<file path="config.mk">
export PLATFORM = sky130hd
export DESIGN_NAME = stack_ctrl
export DESIGN_NICKNAME = d
export VERILOG_FILES = /design/src/rtl/stack_pkg.sv /design/src/rtl/stack_ctrl.sv
export SDC_FILE = /design/constraint.sdc
export NUM_CORES = 1
export LEC_CHECK = 0
export CORE_ASPECT_RATIO = 2
export CORE_UTILIZATION = 51
export CTS_BUF_LIST = sky130_fd_sc_hd__clkbuf_4
export DETAILED_ROUTE_END_ITERATION = 8
export HOLD_SLACK_MARGIN = 0.08
export MAX_ROUTING_LAYER = met4
export PLACE_DENSITY = 0.88
export SETUP_SLACK_MARGIN = 0.4
export SLEW_MARGIN = 20
export SYNTH_ARGS = -nofsm -noshare
export SYNTH_HDL_FRONTEND = slang
export SYNTH_SLANG_ARGS = --single-unit
</file>
<file path="constraint.sdc">
create_clock -name clk -period 3.5 [get_ports clk]
set_input_delay 0.875 -clock clk [delete_from_list [all_inputs] [get_ports clk]]
set_output_delay 0.875 -clock clk [all_outputs]
set_load 0.005 [all_outputs]
</file>
<file path="src/rtl/stack_pkg.sv">
// Shared encodings and defaults for the stack-pointer sequencer.
package stack_pkg;

  localparam int unsigned SP_W = 16;
  localparam int unsigned SEL_W = 2;

  localparam logic [SP_W-1:0] SP_RESET_DEF = 16'hFFFF;
  localparam logic [SP_W-1:0] SP_LIMIT_DEF = 16'hFE00;

  localparam logic [SEL_W-1:0] WRSEL_ALU   = 2'd0;
  localparam logic [SEL_W-1:0] WRSEL_PC    = 2'd1;
  localparam logic [SEL_W-1:0] WRSEL_FLAGS = 2'd2;

  localparam logic [SEL_W-1:0] RDDST_GPR   = 2'd0;
  localparam logic [SEL_W-1:0] RDDST_PC    = 2'd1;
  localparam logic [SEL_W-1:0] RDDST_FLAGS = 2'd2;

  typedef enum logic [1:0] {
    ST_IDLE  = 2'd0,
    ST_CALL2 = 2'd1,
    ST_RET2  = 2'd2
  } state_t;

endpackage

</file>
<file path="src/rtl/stack_ctrl.sv">
// Stack pointer owner: turns push/pop/call/ret requests into data-memory
// strobes, sequences two-word call/ret frames and flags region violations.
module stack_ctrl
  import stack_pkg::*;
#(
  parameter logic [SP_W-1:0] SP_RESET = SP_RESET_DEF,
  parameter logic [SP_W-1:0] SP_LIMIT = SP_LIMIT_DEF
) (
  input  logic             clk,
  input  logic             rst,
  input  logic             push_req,
  input  logic             pop_req,
  input  logic             call_req,
  input  logic             ret_req,
  input  logic             sp_load,
  input  logic [SP_W-1:0]  sp_load_val,
  input  logic             err_clr,
  output logic             ready,
  output logic [SP_W-1:0]  sp,
  output logic             push,
  output logic             pop,
  output logic [SEL_W-1:0] wr_sel,
  output logic             rd_valid,
  output logic [SEL_W-1:0] rd_dst,
  output logic [SP_W-1:0]  sp_cur,
  output logic [SP_W-1:0]  depth,
  output logic             overflow,
  output logic             underflow,
  output logic             load_err
);

  localparam int unsigned EW = SP_W + 1;

  state_t state_q, state_d;

  logic [EW-1:0]    free_w;
  logic [SP_W-1:0]  used_w;
  logic             can_push, can_call, can_pop, can_ret, load_ok;

  logic [SP_W-1:0]  sp_cur_d, addr_d, sp_d;
  logic             push_d, pop_d;
  logic [SEL_W-1:0] wr_sel_d, pop_dst_d, pop_dst_q;
  logic             set_ovf, set_unf, set_lerr;

  // Region arithmetic is one bit wider so SP_LIMIT-1 and free count never wrap.
  always_comb begin
    free_w   = (sp_cur >= SP_LIMIT) ? (EW'(sp_cur) - EW'(SP_LIMIT) + EW'(1)) : '0;
    used_w   = SP_RESET - sp_cur;
    can_push = free_w >= EW'(1);
    can_call = free_w >= EW'(2);
    can_pop  = used_w >= SP_W'(1);
    can_ret  = used_w >= SP_W'(2);
    load_ok  = (EW'(sp_load_val) + EW'(1) >= EW'(SP_LIMIT)) && (sp_load_val <= SP_RESET);
  end

  always_ff @(posedge clk) begin
    if (rst) state_q <= ST_IDLE;
    else     state_q <= state_d;
  end

  always_comb begin
    state_d = state_q;
    case (state_q)
      ST_IDLE: begin
        if (!sp_load && call_req && can_call)                 state_d = ST_CALL2;
        else if (!sp_load && !call_req && ret_req && can_ret) state_d = ST_RET2;
      end
      ST_CALL2: state_d = ST_IDLE;
      ST_RET2:  state_d = ST_IDLE;
      default:  state_d = ST_IDLE;
    endcase
  end

  // One request per idle cycle, in priority order; the rest are dropped.
  always_comb begin
    sp_cur_d  = sp_cur;
    addr_d    = sp_cur;
    push_d    = 1'b0;
    pop_d     = 1'b0;
    wr_sel_d  = WRSEL_ALU;
    pop_dst_d = RDDST_GPR;
    set_ovf   = 1'b0;
    set_unf   = 1'b0;
    set_lerr  = 1'b0;
    case (state_q)
      ST_IDLE: begin
        if (sp_load) begin
          if (load_ok) sp_cur_d = sp_load_val;
          else         set_lerr = 1'b1;
        end else if (call_req) begin
          if (can_call) begin
            push_d   = 1'b1;
            wr_sel_d = WRSEL_PC;
            sp_cur_d = sp_cur - SP_W'(1);
          end else set_ovf = 1'b1;
        end else if (ret_req) begin
          if (can_ret) begin
            pop_d     = 1'b1;
            pop_dst_d = RDDST_FLAGS;
            addr_d    = sp_cur + SP_W'(1);
            sp_cur_d  = sp_cur + SP_W'(1);
          end else set_unf = 1'b1;
        end else if (push_req) begin
          if (can_push) begin
            push_d   = 1'b1;
            sp_cur_d = sp_cur - SP_W'(1);
          end else set_ovf = 1'b1;
        end else if (pop_req) begin
          if (can_pop) begin
            pop_d    = 1'b1;
            addr_d   = sp_cur + SP_W'(1);
            sp_cur_d = sp_cur + SP_W'(1);
          end else set_unf = 1'b1;
        end
      end
      ST_CALL2: begin
        push_d   = 1'b1;
        wr_sel_d = WRSEL_FLAGS;
        sp_cur_d = sp_cur - SP_W'(1);
      end
      ST_RET2: begin
        pop_d     = 1'b1;
        pop_dst_d = RDDST_PC;
        addr_d    = sp_cur + SP_W'(1);
        sp_cur_d  = sp_cur + SP_W'(1);
      end
      default: ;
    endcase
    sp_d = (push_d || pop_d) ? addr_d : sp_cur_d;
  end

  // Registered outputs; read tag trails the pop strobe by one cycle.
  always_ff @(posedge clk) begin
    if (rst) begin
      sp_cur    <= SP_RESET;
      sp        <= SP_RESET;
      depth     <= '0;
      push      <= 1'b0;
      pop       <= 1'b0;
      wr_sel    <= WRSEL_ALU;
      pop_dst_q <= RDDST_GPR;
      rd_valid  <= 1'b0;
      rd_dst    <= RDDST_GPR;
      ready     <= 1'b1;
      overflow  <= 1'b0;
      underflow <= 1'b0;
      load_err  <= 1'b0;
    end else begin
      sp_cur    <= sp_cur_d;
      sp        <= sp_d;
      depth     <= SP_RESET - sp_cur_d;
      push      <= push_d;
      pop       <= pop_d;
      wr_sel    <= wr_sel_d;
      pop_dst_q <= pop_dst_d;
      rd_valid  <= pop;
      rd_dst    <= pop ? pop_dst_q : RDDST_GPR;
      ready     <= (state_d == ST_IDLE);
      overflow  <= (overflow  & ~err_clr) | set_ovf;
      underflow <= (underflow & ~err_clr) | set_unf;
      load_err  <= (load_err  & ~err_clr) | set_lerr;
    end
  end

endmodule

</file>
==> flow_metrics.env <==
export IMPL_final_hold_violation_count=0
export IMPL_finalSetupViolCount=0
export IMPL_finalMaxSlewViolations=0
export IMPL_status="completed"
export IMPL_path_clk_slew_ns=0.12
export IMPL_vias_per_cell=7.02
export IMPL_drt_total_wl_mm=26.3
export IMPL_synth_top_area_share_pct=23.9
export IMPL_ir_drop_mv=0.910
export IMPL_fmax_ghz=0.315
export IMPL_num_vias=7339
export IMPL_seq_area_mm2=0.00127
export IMPL_end_kind="flop"
export IMPL_grt_pass1_vias=6898
export IMPL_cp_required_ns=3.83
export IMPL_clk_latency_ns=0.44
export IMPL_async_flop_share_pct=0
export IMPL_grt_max_degree=55
export IMPL_holdBufCountCts=0
export IMPL_cts_tree="yes"
export IMPL_cts_buffers=9
export IMPL_holdWs_ns=0.445
export IMPL_slew_headroom_pct=34.4
export IMPL_ctsRootBufferMaster="clkbuf_4"
export IMPL_fillerInstances=819
export IMPL_num_nets_final=932
export IMPL_power_density_mw_per_mm2=1320
export IMPL_first_pass_iters=8
export IMPL_portBuffers=82
export IMPL_yosysSeqAreaShare_pct=23.9
export IMPL_synthTopCellsByCount="nor2_1 (87), dfxtp_1 (63), a21oi_1 (62)"
export IMPL_finClkSkew_ns=0.0208
export IMPL_synth_seq_cells=63
export IMPL_fp_row_count=52
export IMPL_grt_pass1_wl_mm=39.1
export IMPL_yosys_top_cells_area="dfxtp_1 (24%), nor2_1 (6.2%), a21oi_1 (5.9%)"
export IMPL_crit_start="sp_cur[1]"
export IMPL_drc=0
export IMPL_track_usage_pct=51.0
export IMPL_cts_path_max_buffers=2
export IMPL_synth_edf_count=0
export IMPL_post_drt_wl_per_cell_um=25.1
export IMPL_ys_types=82
export IMPL_cp_arrival_ns=3.50
export IMPL_multiInputGateArea_mm2=0.00388
export IMPL_drt_iter0_markers=1245
export IMPL_die_area_mm2=0.0108
export IMPL_core_area_mm2=0.0101
export IMPL_die_x_um=73.9
export IMPL_setup_tns_ns=0
export IMPL_p_leak_nw=2.93
export IMPL_cts_max_level=3
export IMPL_cts_sinks=63
export IMPL_rsz0062_at_grt="yes"
export IMPL_hold_start="pop_dst_q[1]"
export IMPL_hpwl_mm=19.1
export IMPL_routabilityCongestion=1.14
export IMPL_final_period_utilization_pct=90.6
export IMPL_fin_crit_ns=3.17
export IMPL_synthFlopType="dfxtp_1"
export IMPL_worst_pin_slew_ns=0.983
export IMPL_ant_nets=0
export IMPL_yosysMostFrequentCell="nor2_1"
export IMPL_die_y_um=146
export IMPL_yosys_warnings=0
export IMPL_worstPathMaxFanout=5
export IMPL_syn_area_mm2=0.00528
export IMPL_timing_rr_start="sp_cur[1]"
export IMPL_antenna_found_initial=1
export IMPL_hold_class="flop to flop"
export IMPL_avgSynthCellArea_um2=7.01
export IMPL_synth_fp_nets=780
export IMPL_startpoint_type="flop"
export IMPL_initial_core_util_pct=52.3
export IMPL_critPathKind="flop to flop"
export IMPL_drv_cap=0
export IMPL_io_pins=83
export IMPL_layout_drive_gt1_share_pct=24.2
export IMPL_grt_ovfl_total=0
export IMPL_netlist_instances=752
export IMPL_syn_to_final_growth_pct=39.4
export IMPL_yosysTopAreaCell="dfxtp_1"
[layer usage]
| layer | track usage, % | up-vias | share of wire [%] |
|---|---|---|---|
| li1 | - | 3095 | - |
| met1 | 52.1 | 3330 | 31 |
| met2 | 74.9 | 644 | 45 |
| met3 | 18.3 | 270 | 12 |
| met4 | 43.4 | 0 | 12 |
| met5 | - | - | 0 |
[power by group]
| part | internal [mW] | switching [mW] | total (mW) | leakage, nW |
|---|---|---|---|---|
| Sequential | 0.977 | 0.247 | 1.22 | 0.515 |
| Clock | 0.145 | 0.326 | 0.471 | 0.0621 |
| Combinational | 3.36 | 4.67 | 8.03 | 2.35 |
| Total | 4.48 | 5.24 | 9.72 | 2.93 |
[metrics by stage]
step	area, um^2	power (mW)	std cells	setup WS, ns	utilization (%)
final	7360	9.72	1045	0.330	72.9
after global routing	7360	10.2	1045	0.169	72.9
after CTS	7130	8.83	1040	0.425	70.7
after detailed placement	6870	8.11	1017	0.0510	68.2
after global placement	6870	8.03	1017	0.0637	68.2
after floorplan	5300	5.07	752	0.421	-
[cells by family (layout without fill, tap and decap cells)]
logic type	after synthesis	in the layout	share of synthesized area (%)
AO/OA/AOI/OAI	259	259	34.1
multiplexers	4	4	0.783
XOR/XNOR	19	19	3.15
AND/OR/NAND/NOR	309	309	29.6
buffers and inverters	94	251	7.54
other	0	1	0
flip-flops	63	63	23.9
adder cells (fa/ha/maj)	4	4	0.949
[registers in the layout (all words and copies together), names as in the netlist]
register and cells:
sp_cur 16, rd_dst 2, underflow 1, rd_valid 1, push 1, ready 1, sp 16, depth 16
wr_sel 2, load_err 1, pop 1, overflow 1, state_q 2, pop_dst_q 2
[repair_timing]
action,4_1_cts,5_1_grt
gates resized for setup,23,47
setup buffers,7,4
hold endpoints to repair,0,0
pin swaps,12,10
endpoints found under the setup margin,37,43
cloned,0,0
[critical path, stage by stage (launching register included)]
cell and delay (ns):
dfxtp_2 0.35, buf_4 0.14, ha_4 0.17, nand3_2 0.08, buf_6 0.14, nor3_4 0.06
buf_4 0.17, a211oi_2 0.21, and4_4 0.34, nand4_4 0.22, a2111o_1 0.43, a32o_1 0.24
a311o_1 0.34, o21a_1 0.17
[final cells by class]
class | instances | share of cell area [%]
Sequential cell | 63 | 17.3
Multi-Input combinational cell | 595 | 52.7
Antenna cell | 1 | 0.0340
Clock buffer | 9 | 0.919
Timing Repair Buffer | 209 | 24.7
Inverter | 26 | 1.43
Tap cell | 135 | 2.30
Clock inverter | 7 | 0.646
[cell usage in the layout (no fill, tap or decap), types with 5 or more instances in the layout]
master and count:
buf_4 120, nor2_1 86, clkdlybuf4s50_1 80, a21oi_1 60, nand2_1 56, dfxtp_1 56
o21ai_0 41, nand3_1 34, nor3_1 32, inv_1 20, xnor2_1 14, nor2b_1 13
a31oi_1 12, o22ai_1 12, or3_1 11, or2_2 10, nand4_1 9, a211oi_1 9
clkbuf_4 9, a211o_1 8, a22oi_1 7, a21o_1 7, nor4_1 6, and2_1 6
o31ai_1 6, nand2b_1 6, dfxtp_2 6, o211ai_1 5, o21a_1 5, buf_6 5
[worst paths after layout]
kind                             endpoint  slack [ns]  depth (start not counted)
worst max-delay path                sp[2]        0.33                         13
worst min-delay path            rd_dst[1]        0.45                          1
worst max register to register      sp[2]        0.33                         13
worst min register to register  rd_dst[1]        0.45                          1
(Power assumes the default switching activity.)
